[src/rtl/nora_bus_pkg.sv]
// Shared types and constants for the CPU bus responder.
// Optional IO stretch is enabled by defining IO_WAIT_EN.
package nora_bus_pkg;

   typedef enum logic [1:0] {
      REG_RAM,
      REG_ROM,
      REG_IO
   } region_t;

   typedef enum logic [1:0] {
      IDLE,
      ADDR,
      ACTIVE,
      STRETCH
   } state_t;

   localparam logic [15:0] IO_BASE  = 16'h9F00;
   localparam logic [15:0] ROM_BASE = 16'hA000;
   localparam int WAIT_CYCLES_DEF   = 6;

endpackage

[src/rtl/cpubus_addr_dec.sv]
// Combinational address decoder: maps a 16-bit CPU address to a region.
import nora_bus_pkg::*;

module cpubus_addr_dec (
   input  logic [15:0] addr,
   output region_t     region
);

   always_comb begin
      region = REG_RAM;
      if (addr >= ROM_BASE) region = REG_ROM;
      else if (addr >= IO_BASE) region = REG_IO;
   end

endmodule

[src/rtl/cpu_bus_responder.sv]
// CPU bus responder: latches address, drives selects and strobes.
// Define IO_WAIT_EN to stretch IO accesses via run and io_wait.
import nora_bus_pkg::*;

module cpu_bus_responder #(
   parameter int WAIT_CYCLES = WAIT_CYCLES_DEF
) (
   input  logic        clk,
   input  logic        resetn,
   input  logic        latch_ad,
   input  logic        setup_cs,
   input  logic        release_wr,
   input  logic        release_cs,
   input  logic        stopped,
   output logic        run,
   input  logic [15:0] cpu_ab,
   input  logic        cpu_rwn,
   input  logic        io_wait,
   output logic        ram_csn,
   output logic        rom_csn,
   output logic        io_csn,
   output logic        mem_rdn,
   output logic        mem_wrn
);

   state_t      state;
   logic [15:0] addr_q;
   logic        rwn_q;
   region_t     region;
   logic        stretch_pend;
   logic        cnt_done;
   logic        abort;

   cpubus_addr_dec u_dec (
      .addr   (addr_q),
      .region (region)
   );

   assign abort = stopped && (state != STRETCH);

`ifdef IO_WAIT_EN
   localparam int CW = $clog2(WAIT_CYCLES + 1);

   logic [CW-1:0] cnt;
   logic          io_start;

   assign io_start     = (state == ADDR) && setup_cs && (region == REG_IO);
   assign stretch_pend = ~run;
   assign cnt_done     = (cnt == '0) && !io_wait;

   always_ff @(posedge clk) begin
      if (!resetn || abort) begin
         cnt <= '0;
         run <= 1'b1;
      end else begin
         if (io_start) cnt <= CW'(WAIT_CYCLES);
         else if (cnt != '0) cnt <= cnt - 1'b1;
         if (io_start) run <= 1'b0;
         else if (state == STRETCH && cnt_done) run <= 1'b1;
      end
   end
`else
   logic unused_io;

   assign unused_io    = io_wait;
   assign stretch_pend = 1'b0;
   assign cnt_done     = 1'b1;
   assign run          = 1'b1;
`endif

   always_ff @(posedge clk) begin
      if (!resetn) begin
         state   <= IDLE;
         addr_q  <= 16'h0000;
         rwn_q   <= 1'b1;
         ram_csn <= 1'b1;
         rom_csn <= 1'b1;
         io_csn  <= 1'b1;
         mem_rdn <= 1'b1;
         mem_wrn <= 1'b1;
      end else if (abort) begin
         state   <= IDLE;
         ram_csn <= 1'b1;
         rom_csn <= 1'b1;
         io_csn  <= 1'b1;
         mem_rdn <= 1'b1;
         mem_wrn <= 1'b1;
      end else begin
         unique case (state)
            IDLE: begin
               if (latch_ad) begin
                  addr_q <= cpu_ab;
                  rwn_q  <= cpu_rwn;
                  state  <= ADDR;
               end
            end
            ADDR: begin
               if (setup_cs) begin
                  ram_csn <= (region != REG_RAM);
                  rom_csn <= (region != REG_ROM);
                  io_csn  <= (region != REG_IO);
                  mem_rdn <= ~rwn_q;
                  mem_wrn <= rwn_q;
                  state   <= ACTIVE;
               end
            end
            ACTIVE: begin
               if (release_wr) mem_wrn <= 1'b1;
               if (release_cs) begin
                  mem_wrn <= 1'b1;
                  if (stretch_pend) begin
                     state <= STRETCH;
                  end else begin
                     ram_csn <= 1'b1;
                     rom_csn <= 1'b1;
                     io_csn  <= 1'b1;
                     mem_rdn <= 1'b1;
                     state   <= IDLE;
                     // Back-to-back: the next address rides the release edge.
                     if (latch_ad) begin
                        addr_q <= cpu_ab;
                        rwn_q  <= cpu_rwn;
                        state  <= ADDR;
                     end
                  end
               end
            end
            STRETCH: begin
               if (cnt_done) begin
                  ram_csn <= 1'b1;
                  rom_csn <= 1'b1;
                  io_csn  <= 1'b1;
                  mem_rdn <= 1'b1;
                  mem_wrn <= 1'b1;
                  state   <= IDLE;
               end
            end
         endcase
      end
   end

endmodule

[config.mk]
export PLATFORM = sky130hd
export DESIGN_NAME = cpu_bus_responder
export DESIGN_NICKNAME = d
export VERILOG_FILES = /design/src/rtl/nora_bus_pkg.sv /design/src/rtl/cpubus_addr_dec.sv /design/src/rtl/cpu_bus_responder.sv
export SDC_FILE = /design/constraint.sdc
export NUM_CORES = 1
export LEC_CHECK = 0
export BUFFER_PORTS_ARGS = -buffer_cell sky130_fd_sc_hd__buf_2
export CORE_MARGIN = 10
export CORE_UTILIZATION = 46
export DETAILED_ROUTE_END_ITERATION = 8
export PLACE_DENSITY = 0.73
export SLEW_MARGIN = 20
export SYNTH_ARGS = -nofsm -noshare
export SYNTH_HDL_FRONTEND = slang
export SYNTH_SLANG_ARGS = --single-unit
export TNS_END_PERCENT = 10
[constraint.sdc]
create_clock -name clk -period 1.7 [get_ports clk]
set_clock_uncertainty 0.05 [all_clocks]
set_input_delay 0.34 -clock clk [delete_from_list [all_inputs] [get_ports clk]]
set_output_delay 0.34 -clock clk [all_outputs]
set_load 0.01 [all_outputs]
==> metrics.txt, run 1 <==
I/O pin count=31; initial DRC count=16; Synth Instances=95; Netlist cell types=28; Mapped Nets=120; Final Cycle Share=0.808; Root Driver=clkbuf_4; synth top area cells=dfxtp_1 38%, o31ai_2 12%, nand4_1 6.6%; Setup-failing EPs final=0; unrepaired setup endpoints after global routing=no; Critical Path End Type=flip-flop; Ys Warns=0; Final Instance Area=955 sq um; Die Area=3980 sq um; Setup Fix Bufs, Post-CTS=0; peak per-stage delay on the critical path=430 ps; Avg Cell Area, Syn=8.98 sq um; initial antenna violation count=0; Final Core Density=0.547; Final Hold Fails=0; Syn-to-layout area delta=11.9%; share of cells above drive strength 1=0.339; WL final=1.91 mm; mapped cell area=853 sq um; hold_buf cts=0; first-pass GRT wire length=3.40 mm; Initial DRT Pass Iterations=4; drt via density=5.63; P_leak=0.323 nW; fillers=170; Max-cap violations=0; most common cell in the netlist=dfxtp_1; largest net degree at the start of global routing=14; flops & latches, synth=16; Placement Rows=15; GPL Wtd Cong=0.817; vias in the first global route=788; Port Buffers=20; CTS resizes=0; Starting Density=0.489; Worst-Skew Late Latency=280 ps; dominant synthesized flop cell=dfxtp_1; outcome=complete, no violations; All-Layer GR Usage=0.102; Worst setup SP type=flip-flop; worst path arrival time=1510 ps; Placed Area=918 sq um; max-slew violation count=0; number of synthesized flops with an enable pin=0; Crit path max-delay family=compound AO/OA/AOI/OAI gates; CP Max Fanout=13; Remaining DRCs=0; Avg WL per Cell=14.2 microns; Yosys top cell by area=dfxtp_1; chip height=63.1 microns; min Tclk post-route=1370 ps; Critical Path RT=1840 ps; fmax=728 MHz; CP cell instances=o21ai_0, nand3_1, o22a_1; clk buf depth=2; cts bufs inserted=3; setup TNS=0 ps; Sink Count=16; Worst-path clk slew=100 ps; VDD IR max=361 uV; worst hold-check path type=in2reg; Die X=63.1 microns; Ant. Diodes=0; GRT Residual Overflow=0; CTS tree=built; post-detail-place hpwl=1.47 mm; CP max-delay cell=dfxtp_1; WP buf/inv=0; Synth top area share=0.375; Design Power=0.736 mW; WS Path Type=reg2reg; Routed Antenna Nets=0; Pwr Density=771 nW/um^2; htree depth=1; nets=135; vias=755; register area share after synthesis=0.375; most frequent cells after synthesis=16 x dfxtp_1, 9 x a21oi_1, 9 x nand4_1; Core ar.=1750 sq um; asr flop ratio synth=0
## flip-flops by register name, indices dropped and copies added (netlist names)
name	flops
addr_q	8
io_csn	1
mem_rdn	1
mem_wrn	1
ram_csn	1
rom_csn	1
rwn_q	1
state	2
## final cells by class
| class | count | area [sq um] | area share |
|---|---|---|---|
| multi-input combinational | 63 | 429 | 0.450 |
| sequential | 16 | 320 | 0.336 |
| timing repair buffer | 24 | 130 | 0.136 |
| clock buffer | 4 | 36.3 | 0.0380 |
| tap | 25 | 31.3 | 0.0328 |
| inverter | 2 | 7.51 | 0.00786 |
## through the flow
step | cells | setup slack [ps] | hold slack, ps
3_3_place_gp | 130 | 366 | 408
4_1_cts | 134 | 322 | 204
2_1_floorplan | 95 | 409 | 366
3_5_place_dp | 130 | 322 | 422
5_1_grt | 134 | 219 | 224
6_report | 134 | 327 | 211
## power breakdown
part | switching, mW | internal, mW | total [mW]
logic | 0.0468 | 0.0371 | 0.0840
registers | 0.0117 | 0.387 | 0.399
clock network | 0.123 | 0.130 | 0.254
total | 0.182 | 0.554 | 0.736
## layer usage
metal | track usage | vias up | wire length (microns)
li1 | - | 379 | -
met1 | 0.101 | 351 | 812
met2 | 0.180 | 21 | 950
met3 | 0.0389 | 4 | 106
met4 | 0.0531 | 0 | 35
met5 | 0 | - | 0
## final timing paths
check,depth (start not counted),from,slack [ps],endpoint
max,3,state[1],330,ram_csn
max reg2reg,3,state[1],330,ram_csn
min,2,resetn,210,rwn_q
min reg2reg,2,addr_q[8],430,addr_q[8]
## cells by family (layout without fill, tap and decap cells)
group | count (synthesis) | count (layout) | share of synthesized area
buffers and inverters | 16 | 30 | 0.122
DFF | 16 | 16 | 0.375
and+or+nand+nor | 31 | 31 | 0.223
other | 1 | 1 | 0.00439
AOI/OAI and AO/OA | 31 | 31 | 0.276
## placed cells by master (no fill, tap or decap)
cell and count:
o41ai_1 1, clkbuf_4 3, o21ai_0 7, nor3b_1 4, clkbuf_8 1, conb_1 1, nor2_2 1, nand2_1 3
clkinv_1 2, o21a_1 3, nor4_1 1, dfxtp_1 16, nor2b_1 2, nand2b_1 1, nand3_1 1, a31oi_1 1
nand4b_1 1, or2_1 1, or4_1 1, a21oi_1 9, nor3_1 4, nand4_1 9, o22a_1 2, buf_4 4
nand3b_1 1, buf_2 20, and2_1 1, o31ai_2 8
Power figures use the tool's default switching activity.
==> run 2, diff against run 1 <==
Clock period 1.7 ns to 1.4 ns, I/O delays scaled along.
==> run 2 against run 1 <==
Sequential share of layout area fell by 0.52 points; first-iteration DRC count down 56%; maximum frequency increased by 4.0%; hold slack got worse by 59 ps; largest cell class unchanged; critical endpoint is now addr_q[15]; via count increased by 1.1%; sequential power increased by 21%; largest power group unchanged; non-clock buffer count up 2; final cell count up 1.5%.
==> metrics.txt, run 2 (same netlist as run 1, synthesis figures left out) <==
Starting Density=0.489 (unchanged); Setup crit start=state[0]; nets=137 (+1.5%); CTS tree=built; first-pass GRT wire length=3.42 mm (+0.62%); Cell Int Power=0.676 mW (+22%); max-slew violation count=0 (unchanged); number of flip-flops in the largest register=8 (unchanged); Setup-failing EPs final=0 (unchanged); Net Switching=0.224 mW (+23%); WS Path Type=reg2reg; fillers=178 (+4.7%); RR Startpoint=state[0]; Placement Rows=15 (unchanged); drt via density=5.61 (-0.43%); smallest hold slack=152 ps (-59.0 ps); setup slack, reg-to-reg=80 ps (-250 ps); Ant. Diodes=0 (unchanged); CP Max Fanout=9 (-4); Avg WL per Cell=14.4 microns (+0.96%); Core ar.=1750 sq um (unchanged); initial DRC count=7 (-9); GPL Wtd Cong=0.860 (+5.3%); Final Core Density=0.556 (+0.00860); top flop regs=addr_q x8, state x2; VDD IR max=435 uV (+21%); placed instance count=132 (+1.5%); vias=763 (+1.1%); worst reg2reg path endpoint=addr_q[15]; Worst-path clk slew=90 ps (about the same); Remaining DRCs=0 (unchanged); Placed Area=933 sq um (+1.6%); Syn-to-layout area delta=13.6%; CP max-delay cell=or2_2; area of the multi-input gates=429 sq um (unchanged); chip height=63.1 microns (unchanged); worst hold-check path type=in2reg; I/O pin count=31 (unchanged); setup TNS=0 ps (unchanged); Die Area=3980 sq um (unchanged); GRT Residual Overflow=0 (unchanged); Initial DRT Pass Iterations=4 (unchanged); vias in the first global route=805 (+2.2%); Worst-Skew Late Latency=290 ps (about the same); largest net degree at the start of global routing=11 (-3); Hold Path Origin=resetn; Final Cycle Share=0.944 (+0.136); post-detail-place hpwl=1.49 mm (+1.1%); clock share of power=0.343 (about the same); Final Hold Fails=0 (unchanged); Final Instance Area=970 sq um (+1.6%); Routed Antenna Nets=0 (unchanged); CTS resizes=0 (unchanged); share of cells above drive strength 1=0.360 (+0.0209); Critical Path RT=1530 ps (-310 ps); P_leak=0.334 nW (+3.5%); Port Buffers=20 (unchanged); outcome=complete, no violations; non-filler instance count after layout=136 (+1.5%); Sequential Power Share=0.537 (-0.004); most frequent cells in the layout=20 x buf_2, 16 x dfxtp_1, 9 x a21oi_1, 9 x nand4_1, 8 x o31ai_2; Sink Count=16 (unchanged); Worst setup SP type=flip-flop; Hold Path End=rwn_q; R2R depth=3 (unchanged); register area=320 sq um (unchanged); worst path arrival time=1450 ps (-60 ps); CP cell instances=or2_2, o31ai_2, a21oi_1; clk buf depth=2 (unchanged); Setup Fix Bufs, Post-CTS=0 (unchanged); hold_buf cts=0 (unchanged); Root Driver=clkbuf_4; Most flops, register=addr_q; Critical Path End Type=flip-flop; Design Power=0.899 mW (+22%); Combinational Power Share=0.120 (+0.006); All-Layer GR Usage=0.103 (+0.00163); fmax=757 MHz (+4.0%); initial antenna violation count=0 (unchanged); Hold Crit Depth=2 (unchanged); unrepaired setup endpoints after global routing=no; peak per-stage delay on the critical path=440 ps (about the same); Die X=63.1 microns (unchanged); Setup WS pre-CTS=74.1 ps (-248 ps); most common cell after layout, fill and taps aside=buf_2; Max-cap violations=0 (unchanged); Sw Share=0.249 (+0.00173); htree depth=1 (unchanged); WL final=1.95 mm (+2.5%); Pwr Density=928 nW/um^2 (+20%); cts bufs inserted=3 (unchanged); min Tclk post-route=1320 ps (-52.3 ps); post-route setup slack=79.1 ps (-248 ps)
run 2: cell count changes in the layout (fill, tap and decap cells not counted), sizes merged:
cell  delta
buf      +2
run 2: worst max-delay path, delay by kind of cell, from the launching register on:
kind | cells | cell delay [ps]
AOI/OAI and AO/OA | 2 | 320
and+or+nand+nor | 1 | 440
DFF | 1 | 390
run 2: area by class of cell:
| class | count | share of cell area |
|---|---|---|
| Timing Repair Buffer | 26 | 0.150 |
| Sequential cell | 16 | 0.330 |
| Clock buffer | 4 | 0.0374 |
| Tap cell | 25 | 0.0323 |
| Multi-Input combinational cell | 63 | 0.443 |
| Inverter | 2 | 0.00774 |
run 2: worst max path at each step:
| stage | end | slack [ps] | cells after the start |
|---|---|---|---|
| 6_report | addr_q[15] | 80 | 3 |
| 5_1_grt | addr_q[15] | 8 | 3 |
| 4_1_cts | ram_csn | 70 | 3 |
| 3_5_place_dp | ram_csn | 70 | 3 |
| 3_3_place_gp | io_csn | 130 | 3 |
| 2_1_floorplan | addr_q[10] | 110 | 6 |
run 2: metal layers:
metal	vias up	share of wire	GRT usage
met1	357	0.42	0.104
met2	19	0.52	0.181
li1	383	-	-
met3	4	0.057	0.0371
met4	0	0.011	0.0559
met5	-	0	0
run 2: power groups by stage:
stage,logic (mW),registers (mW),clock network (mW)
final,0.108,0.483,0.308
after floorplan,0.0812,0.489,0
after CTS,0.107,0.483,0.321
after global placement,0.102,0.493,0
after global routing,0.119,0.486,0.350
after detailed placement,0.106,0.494,0
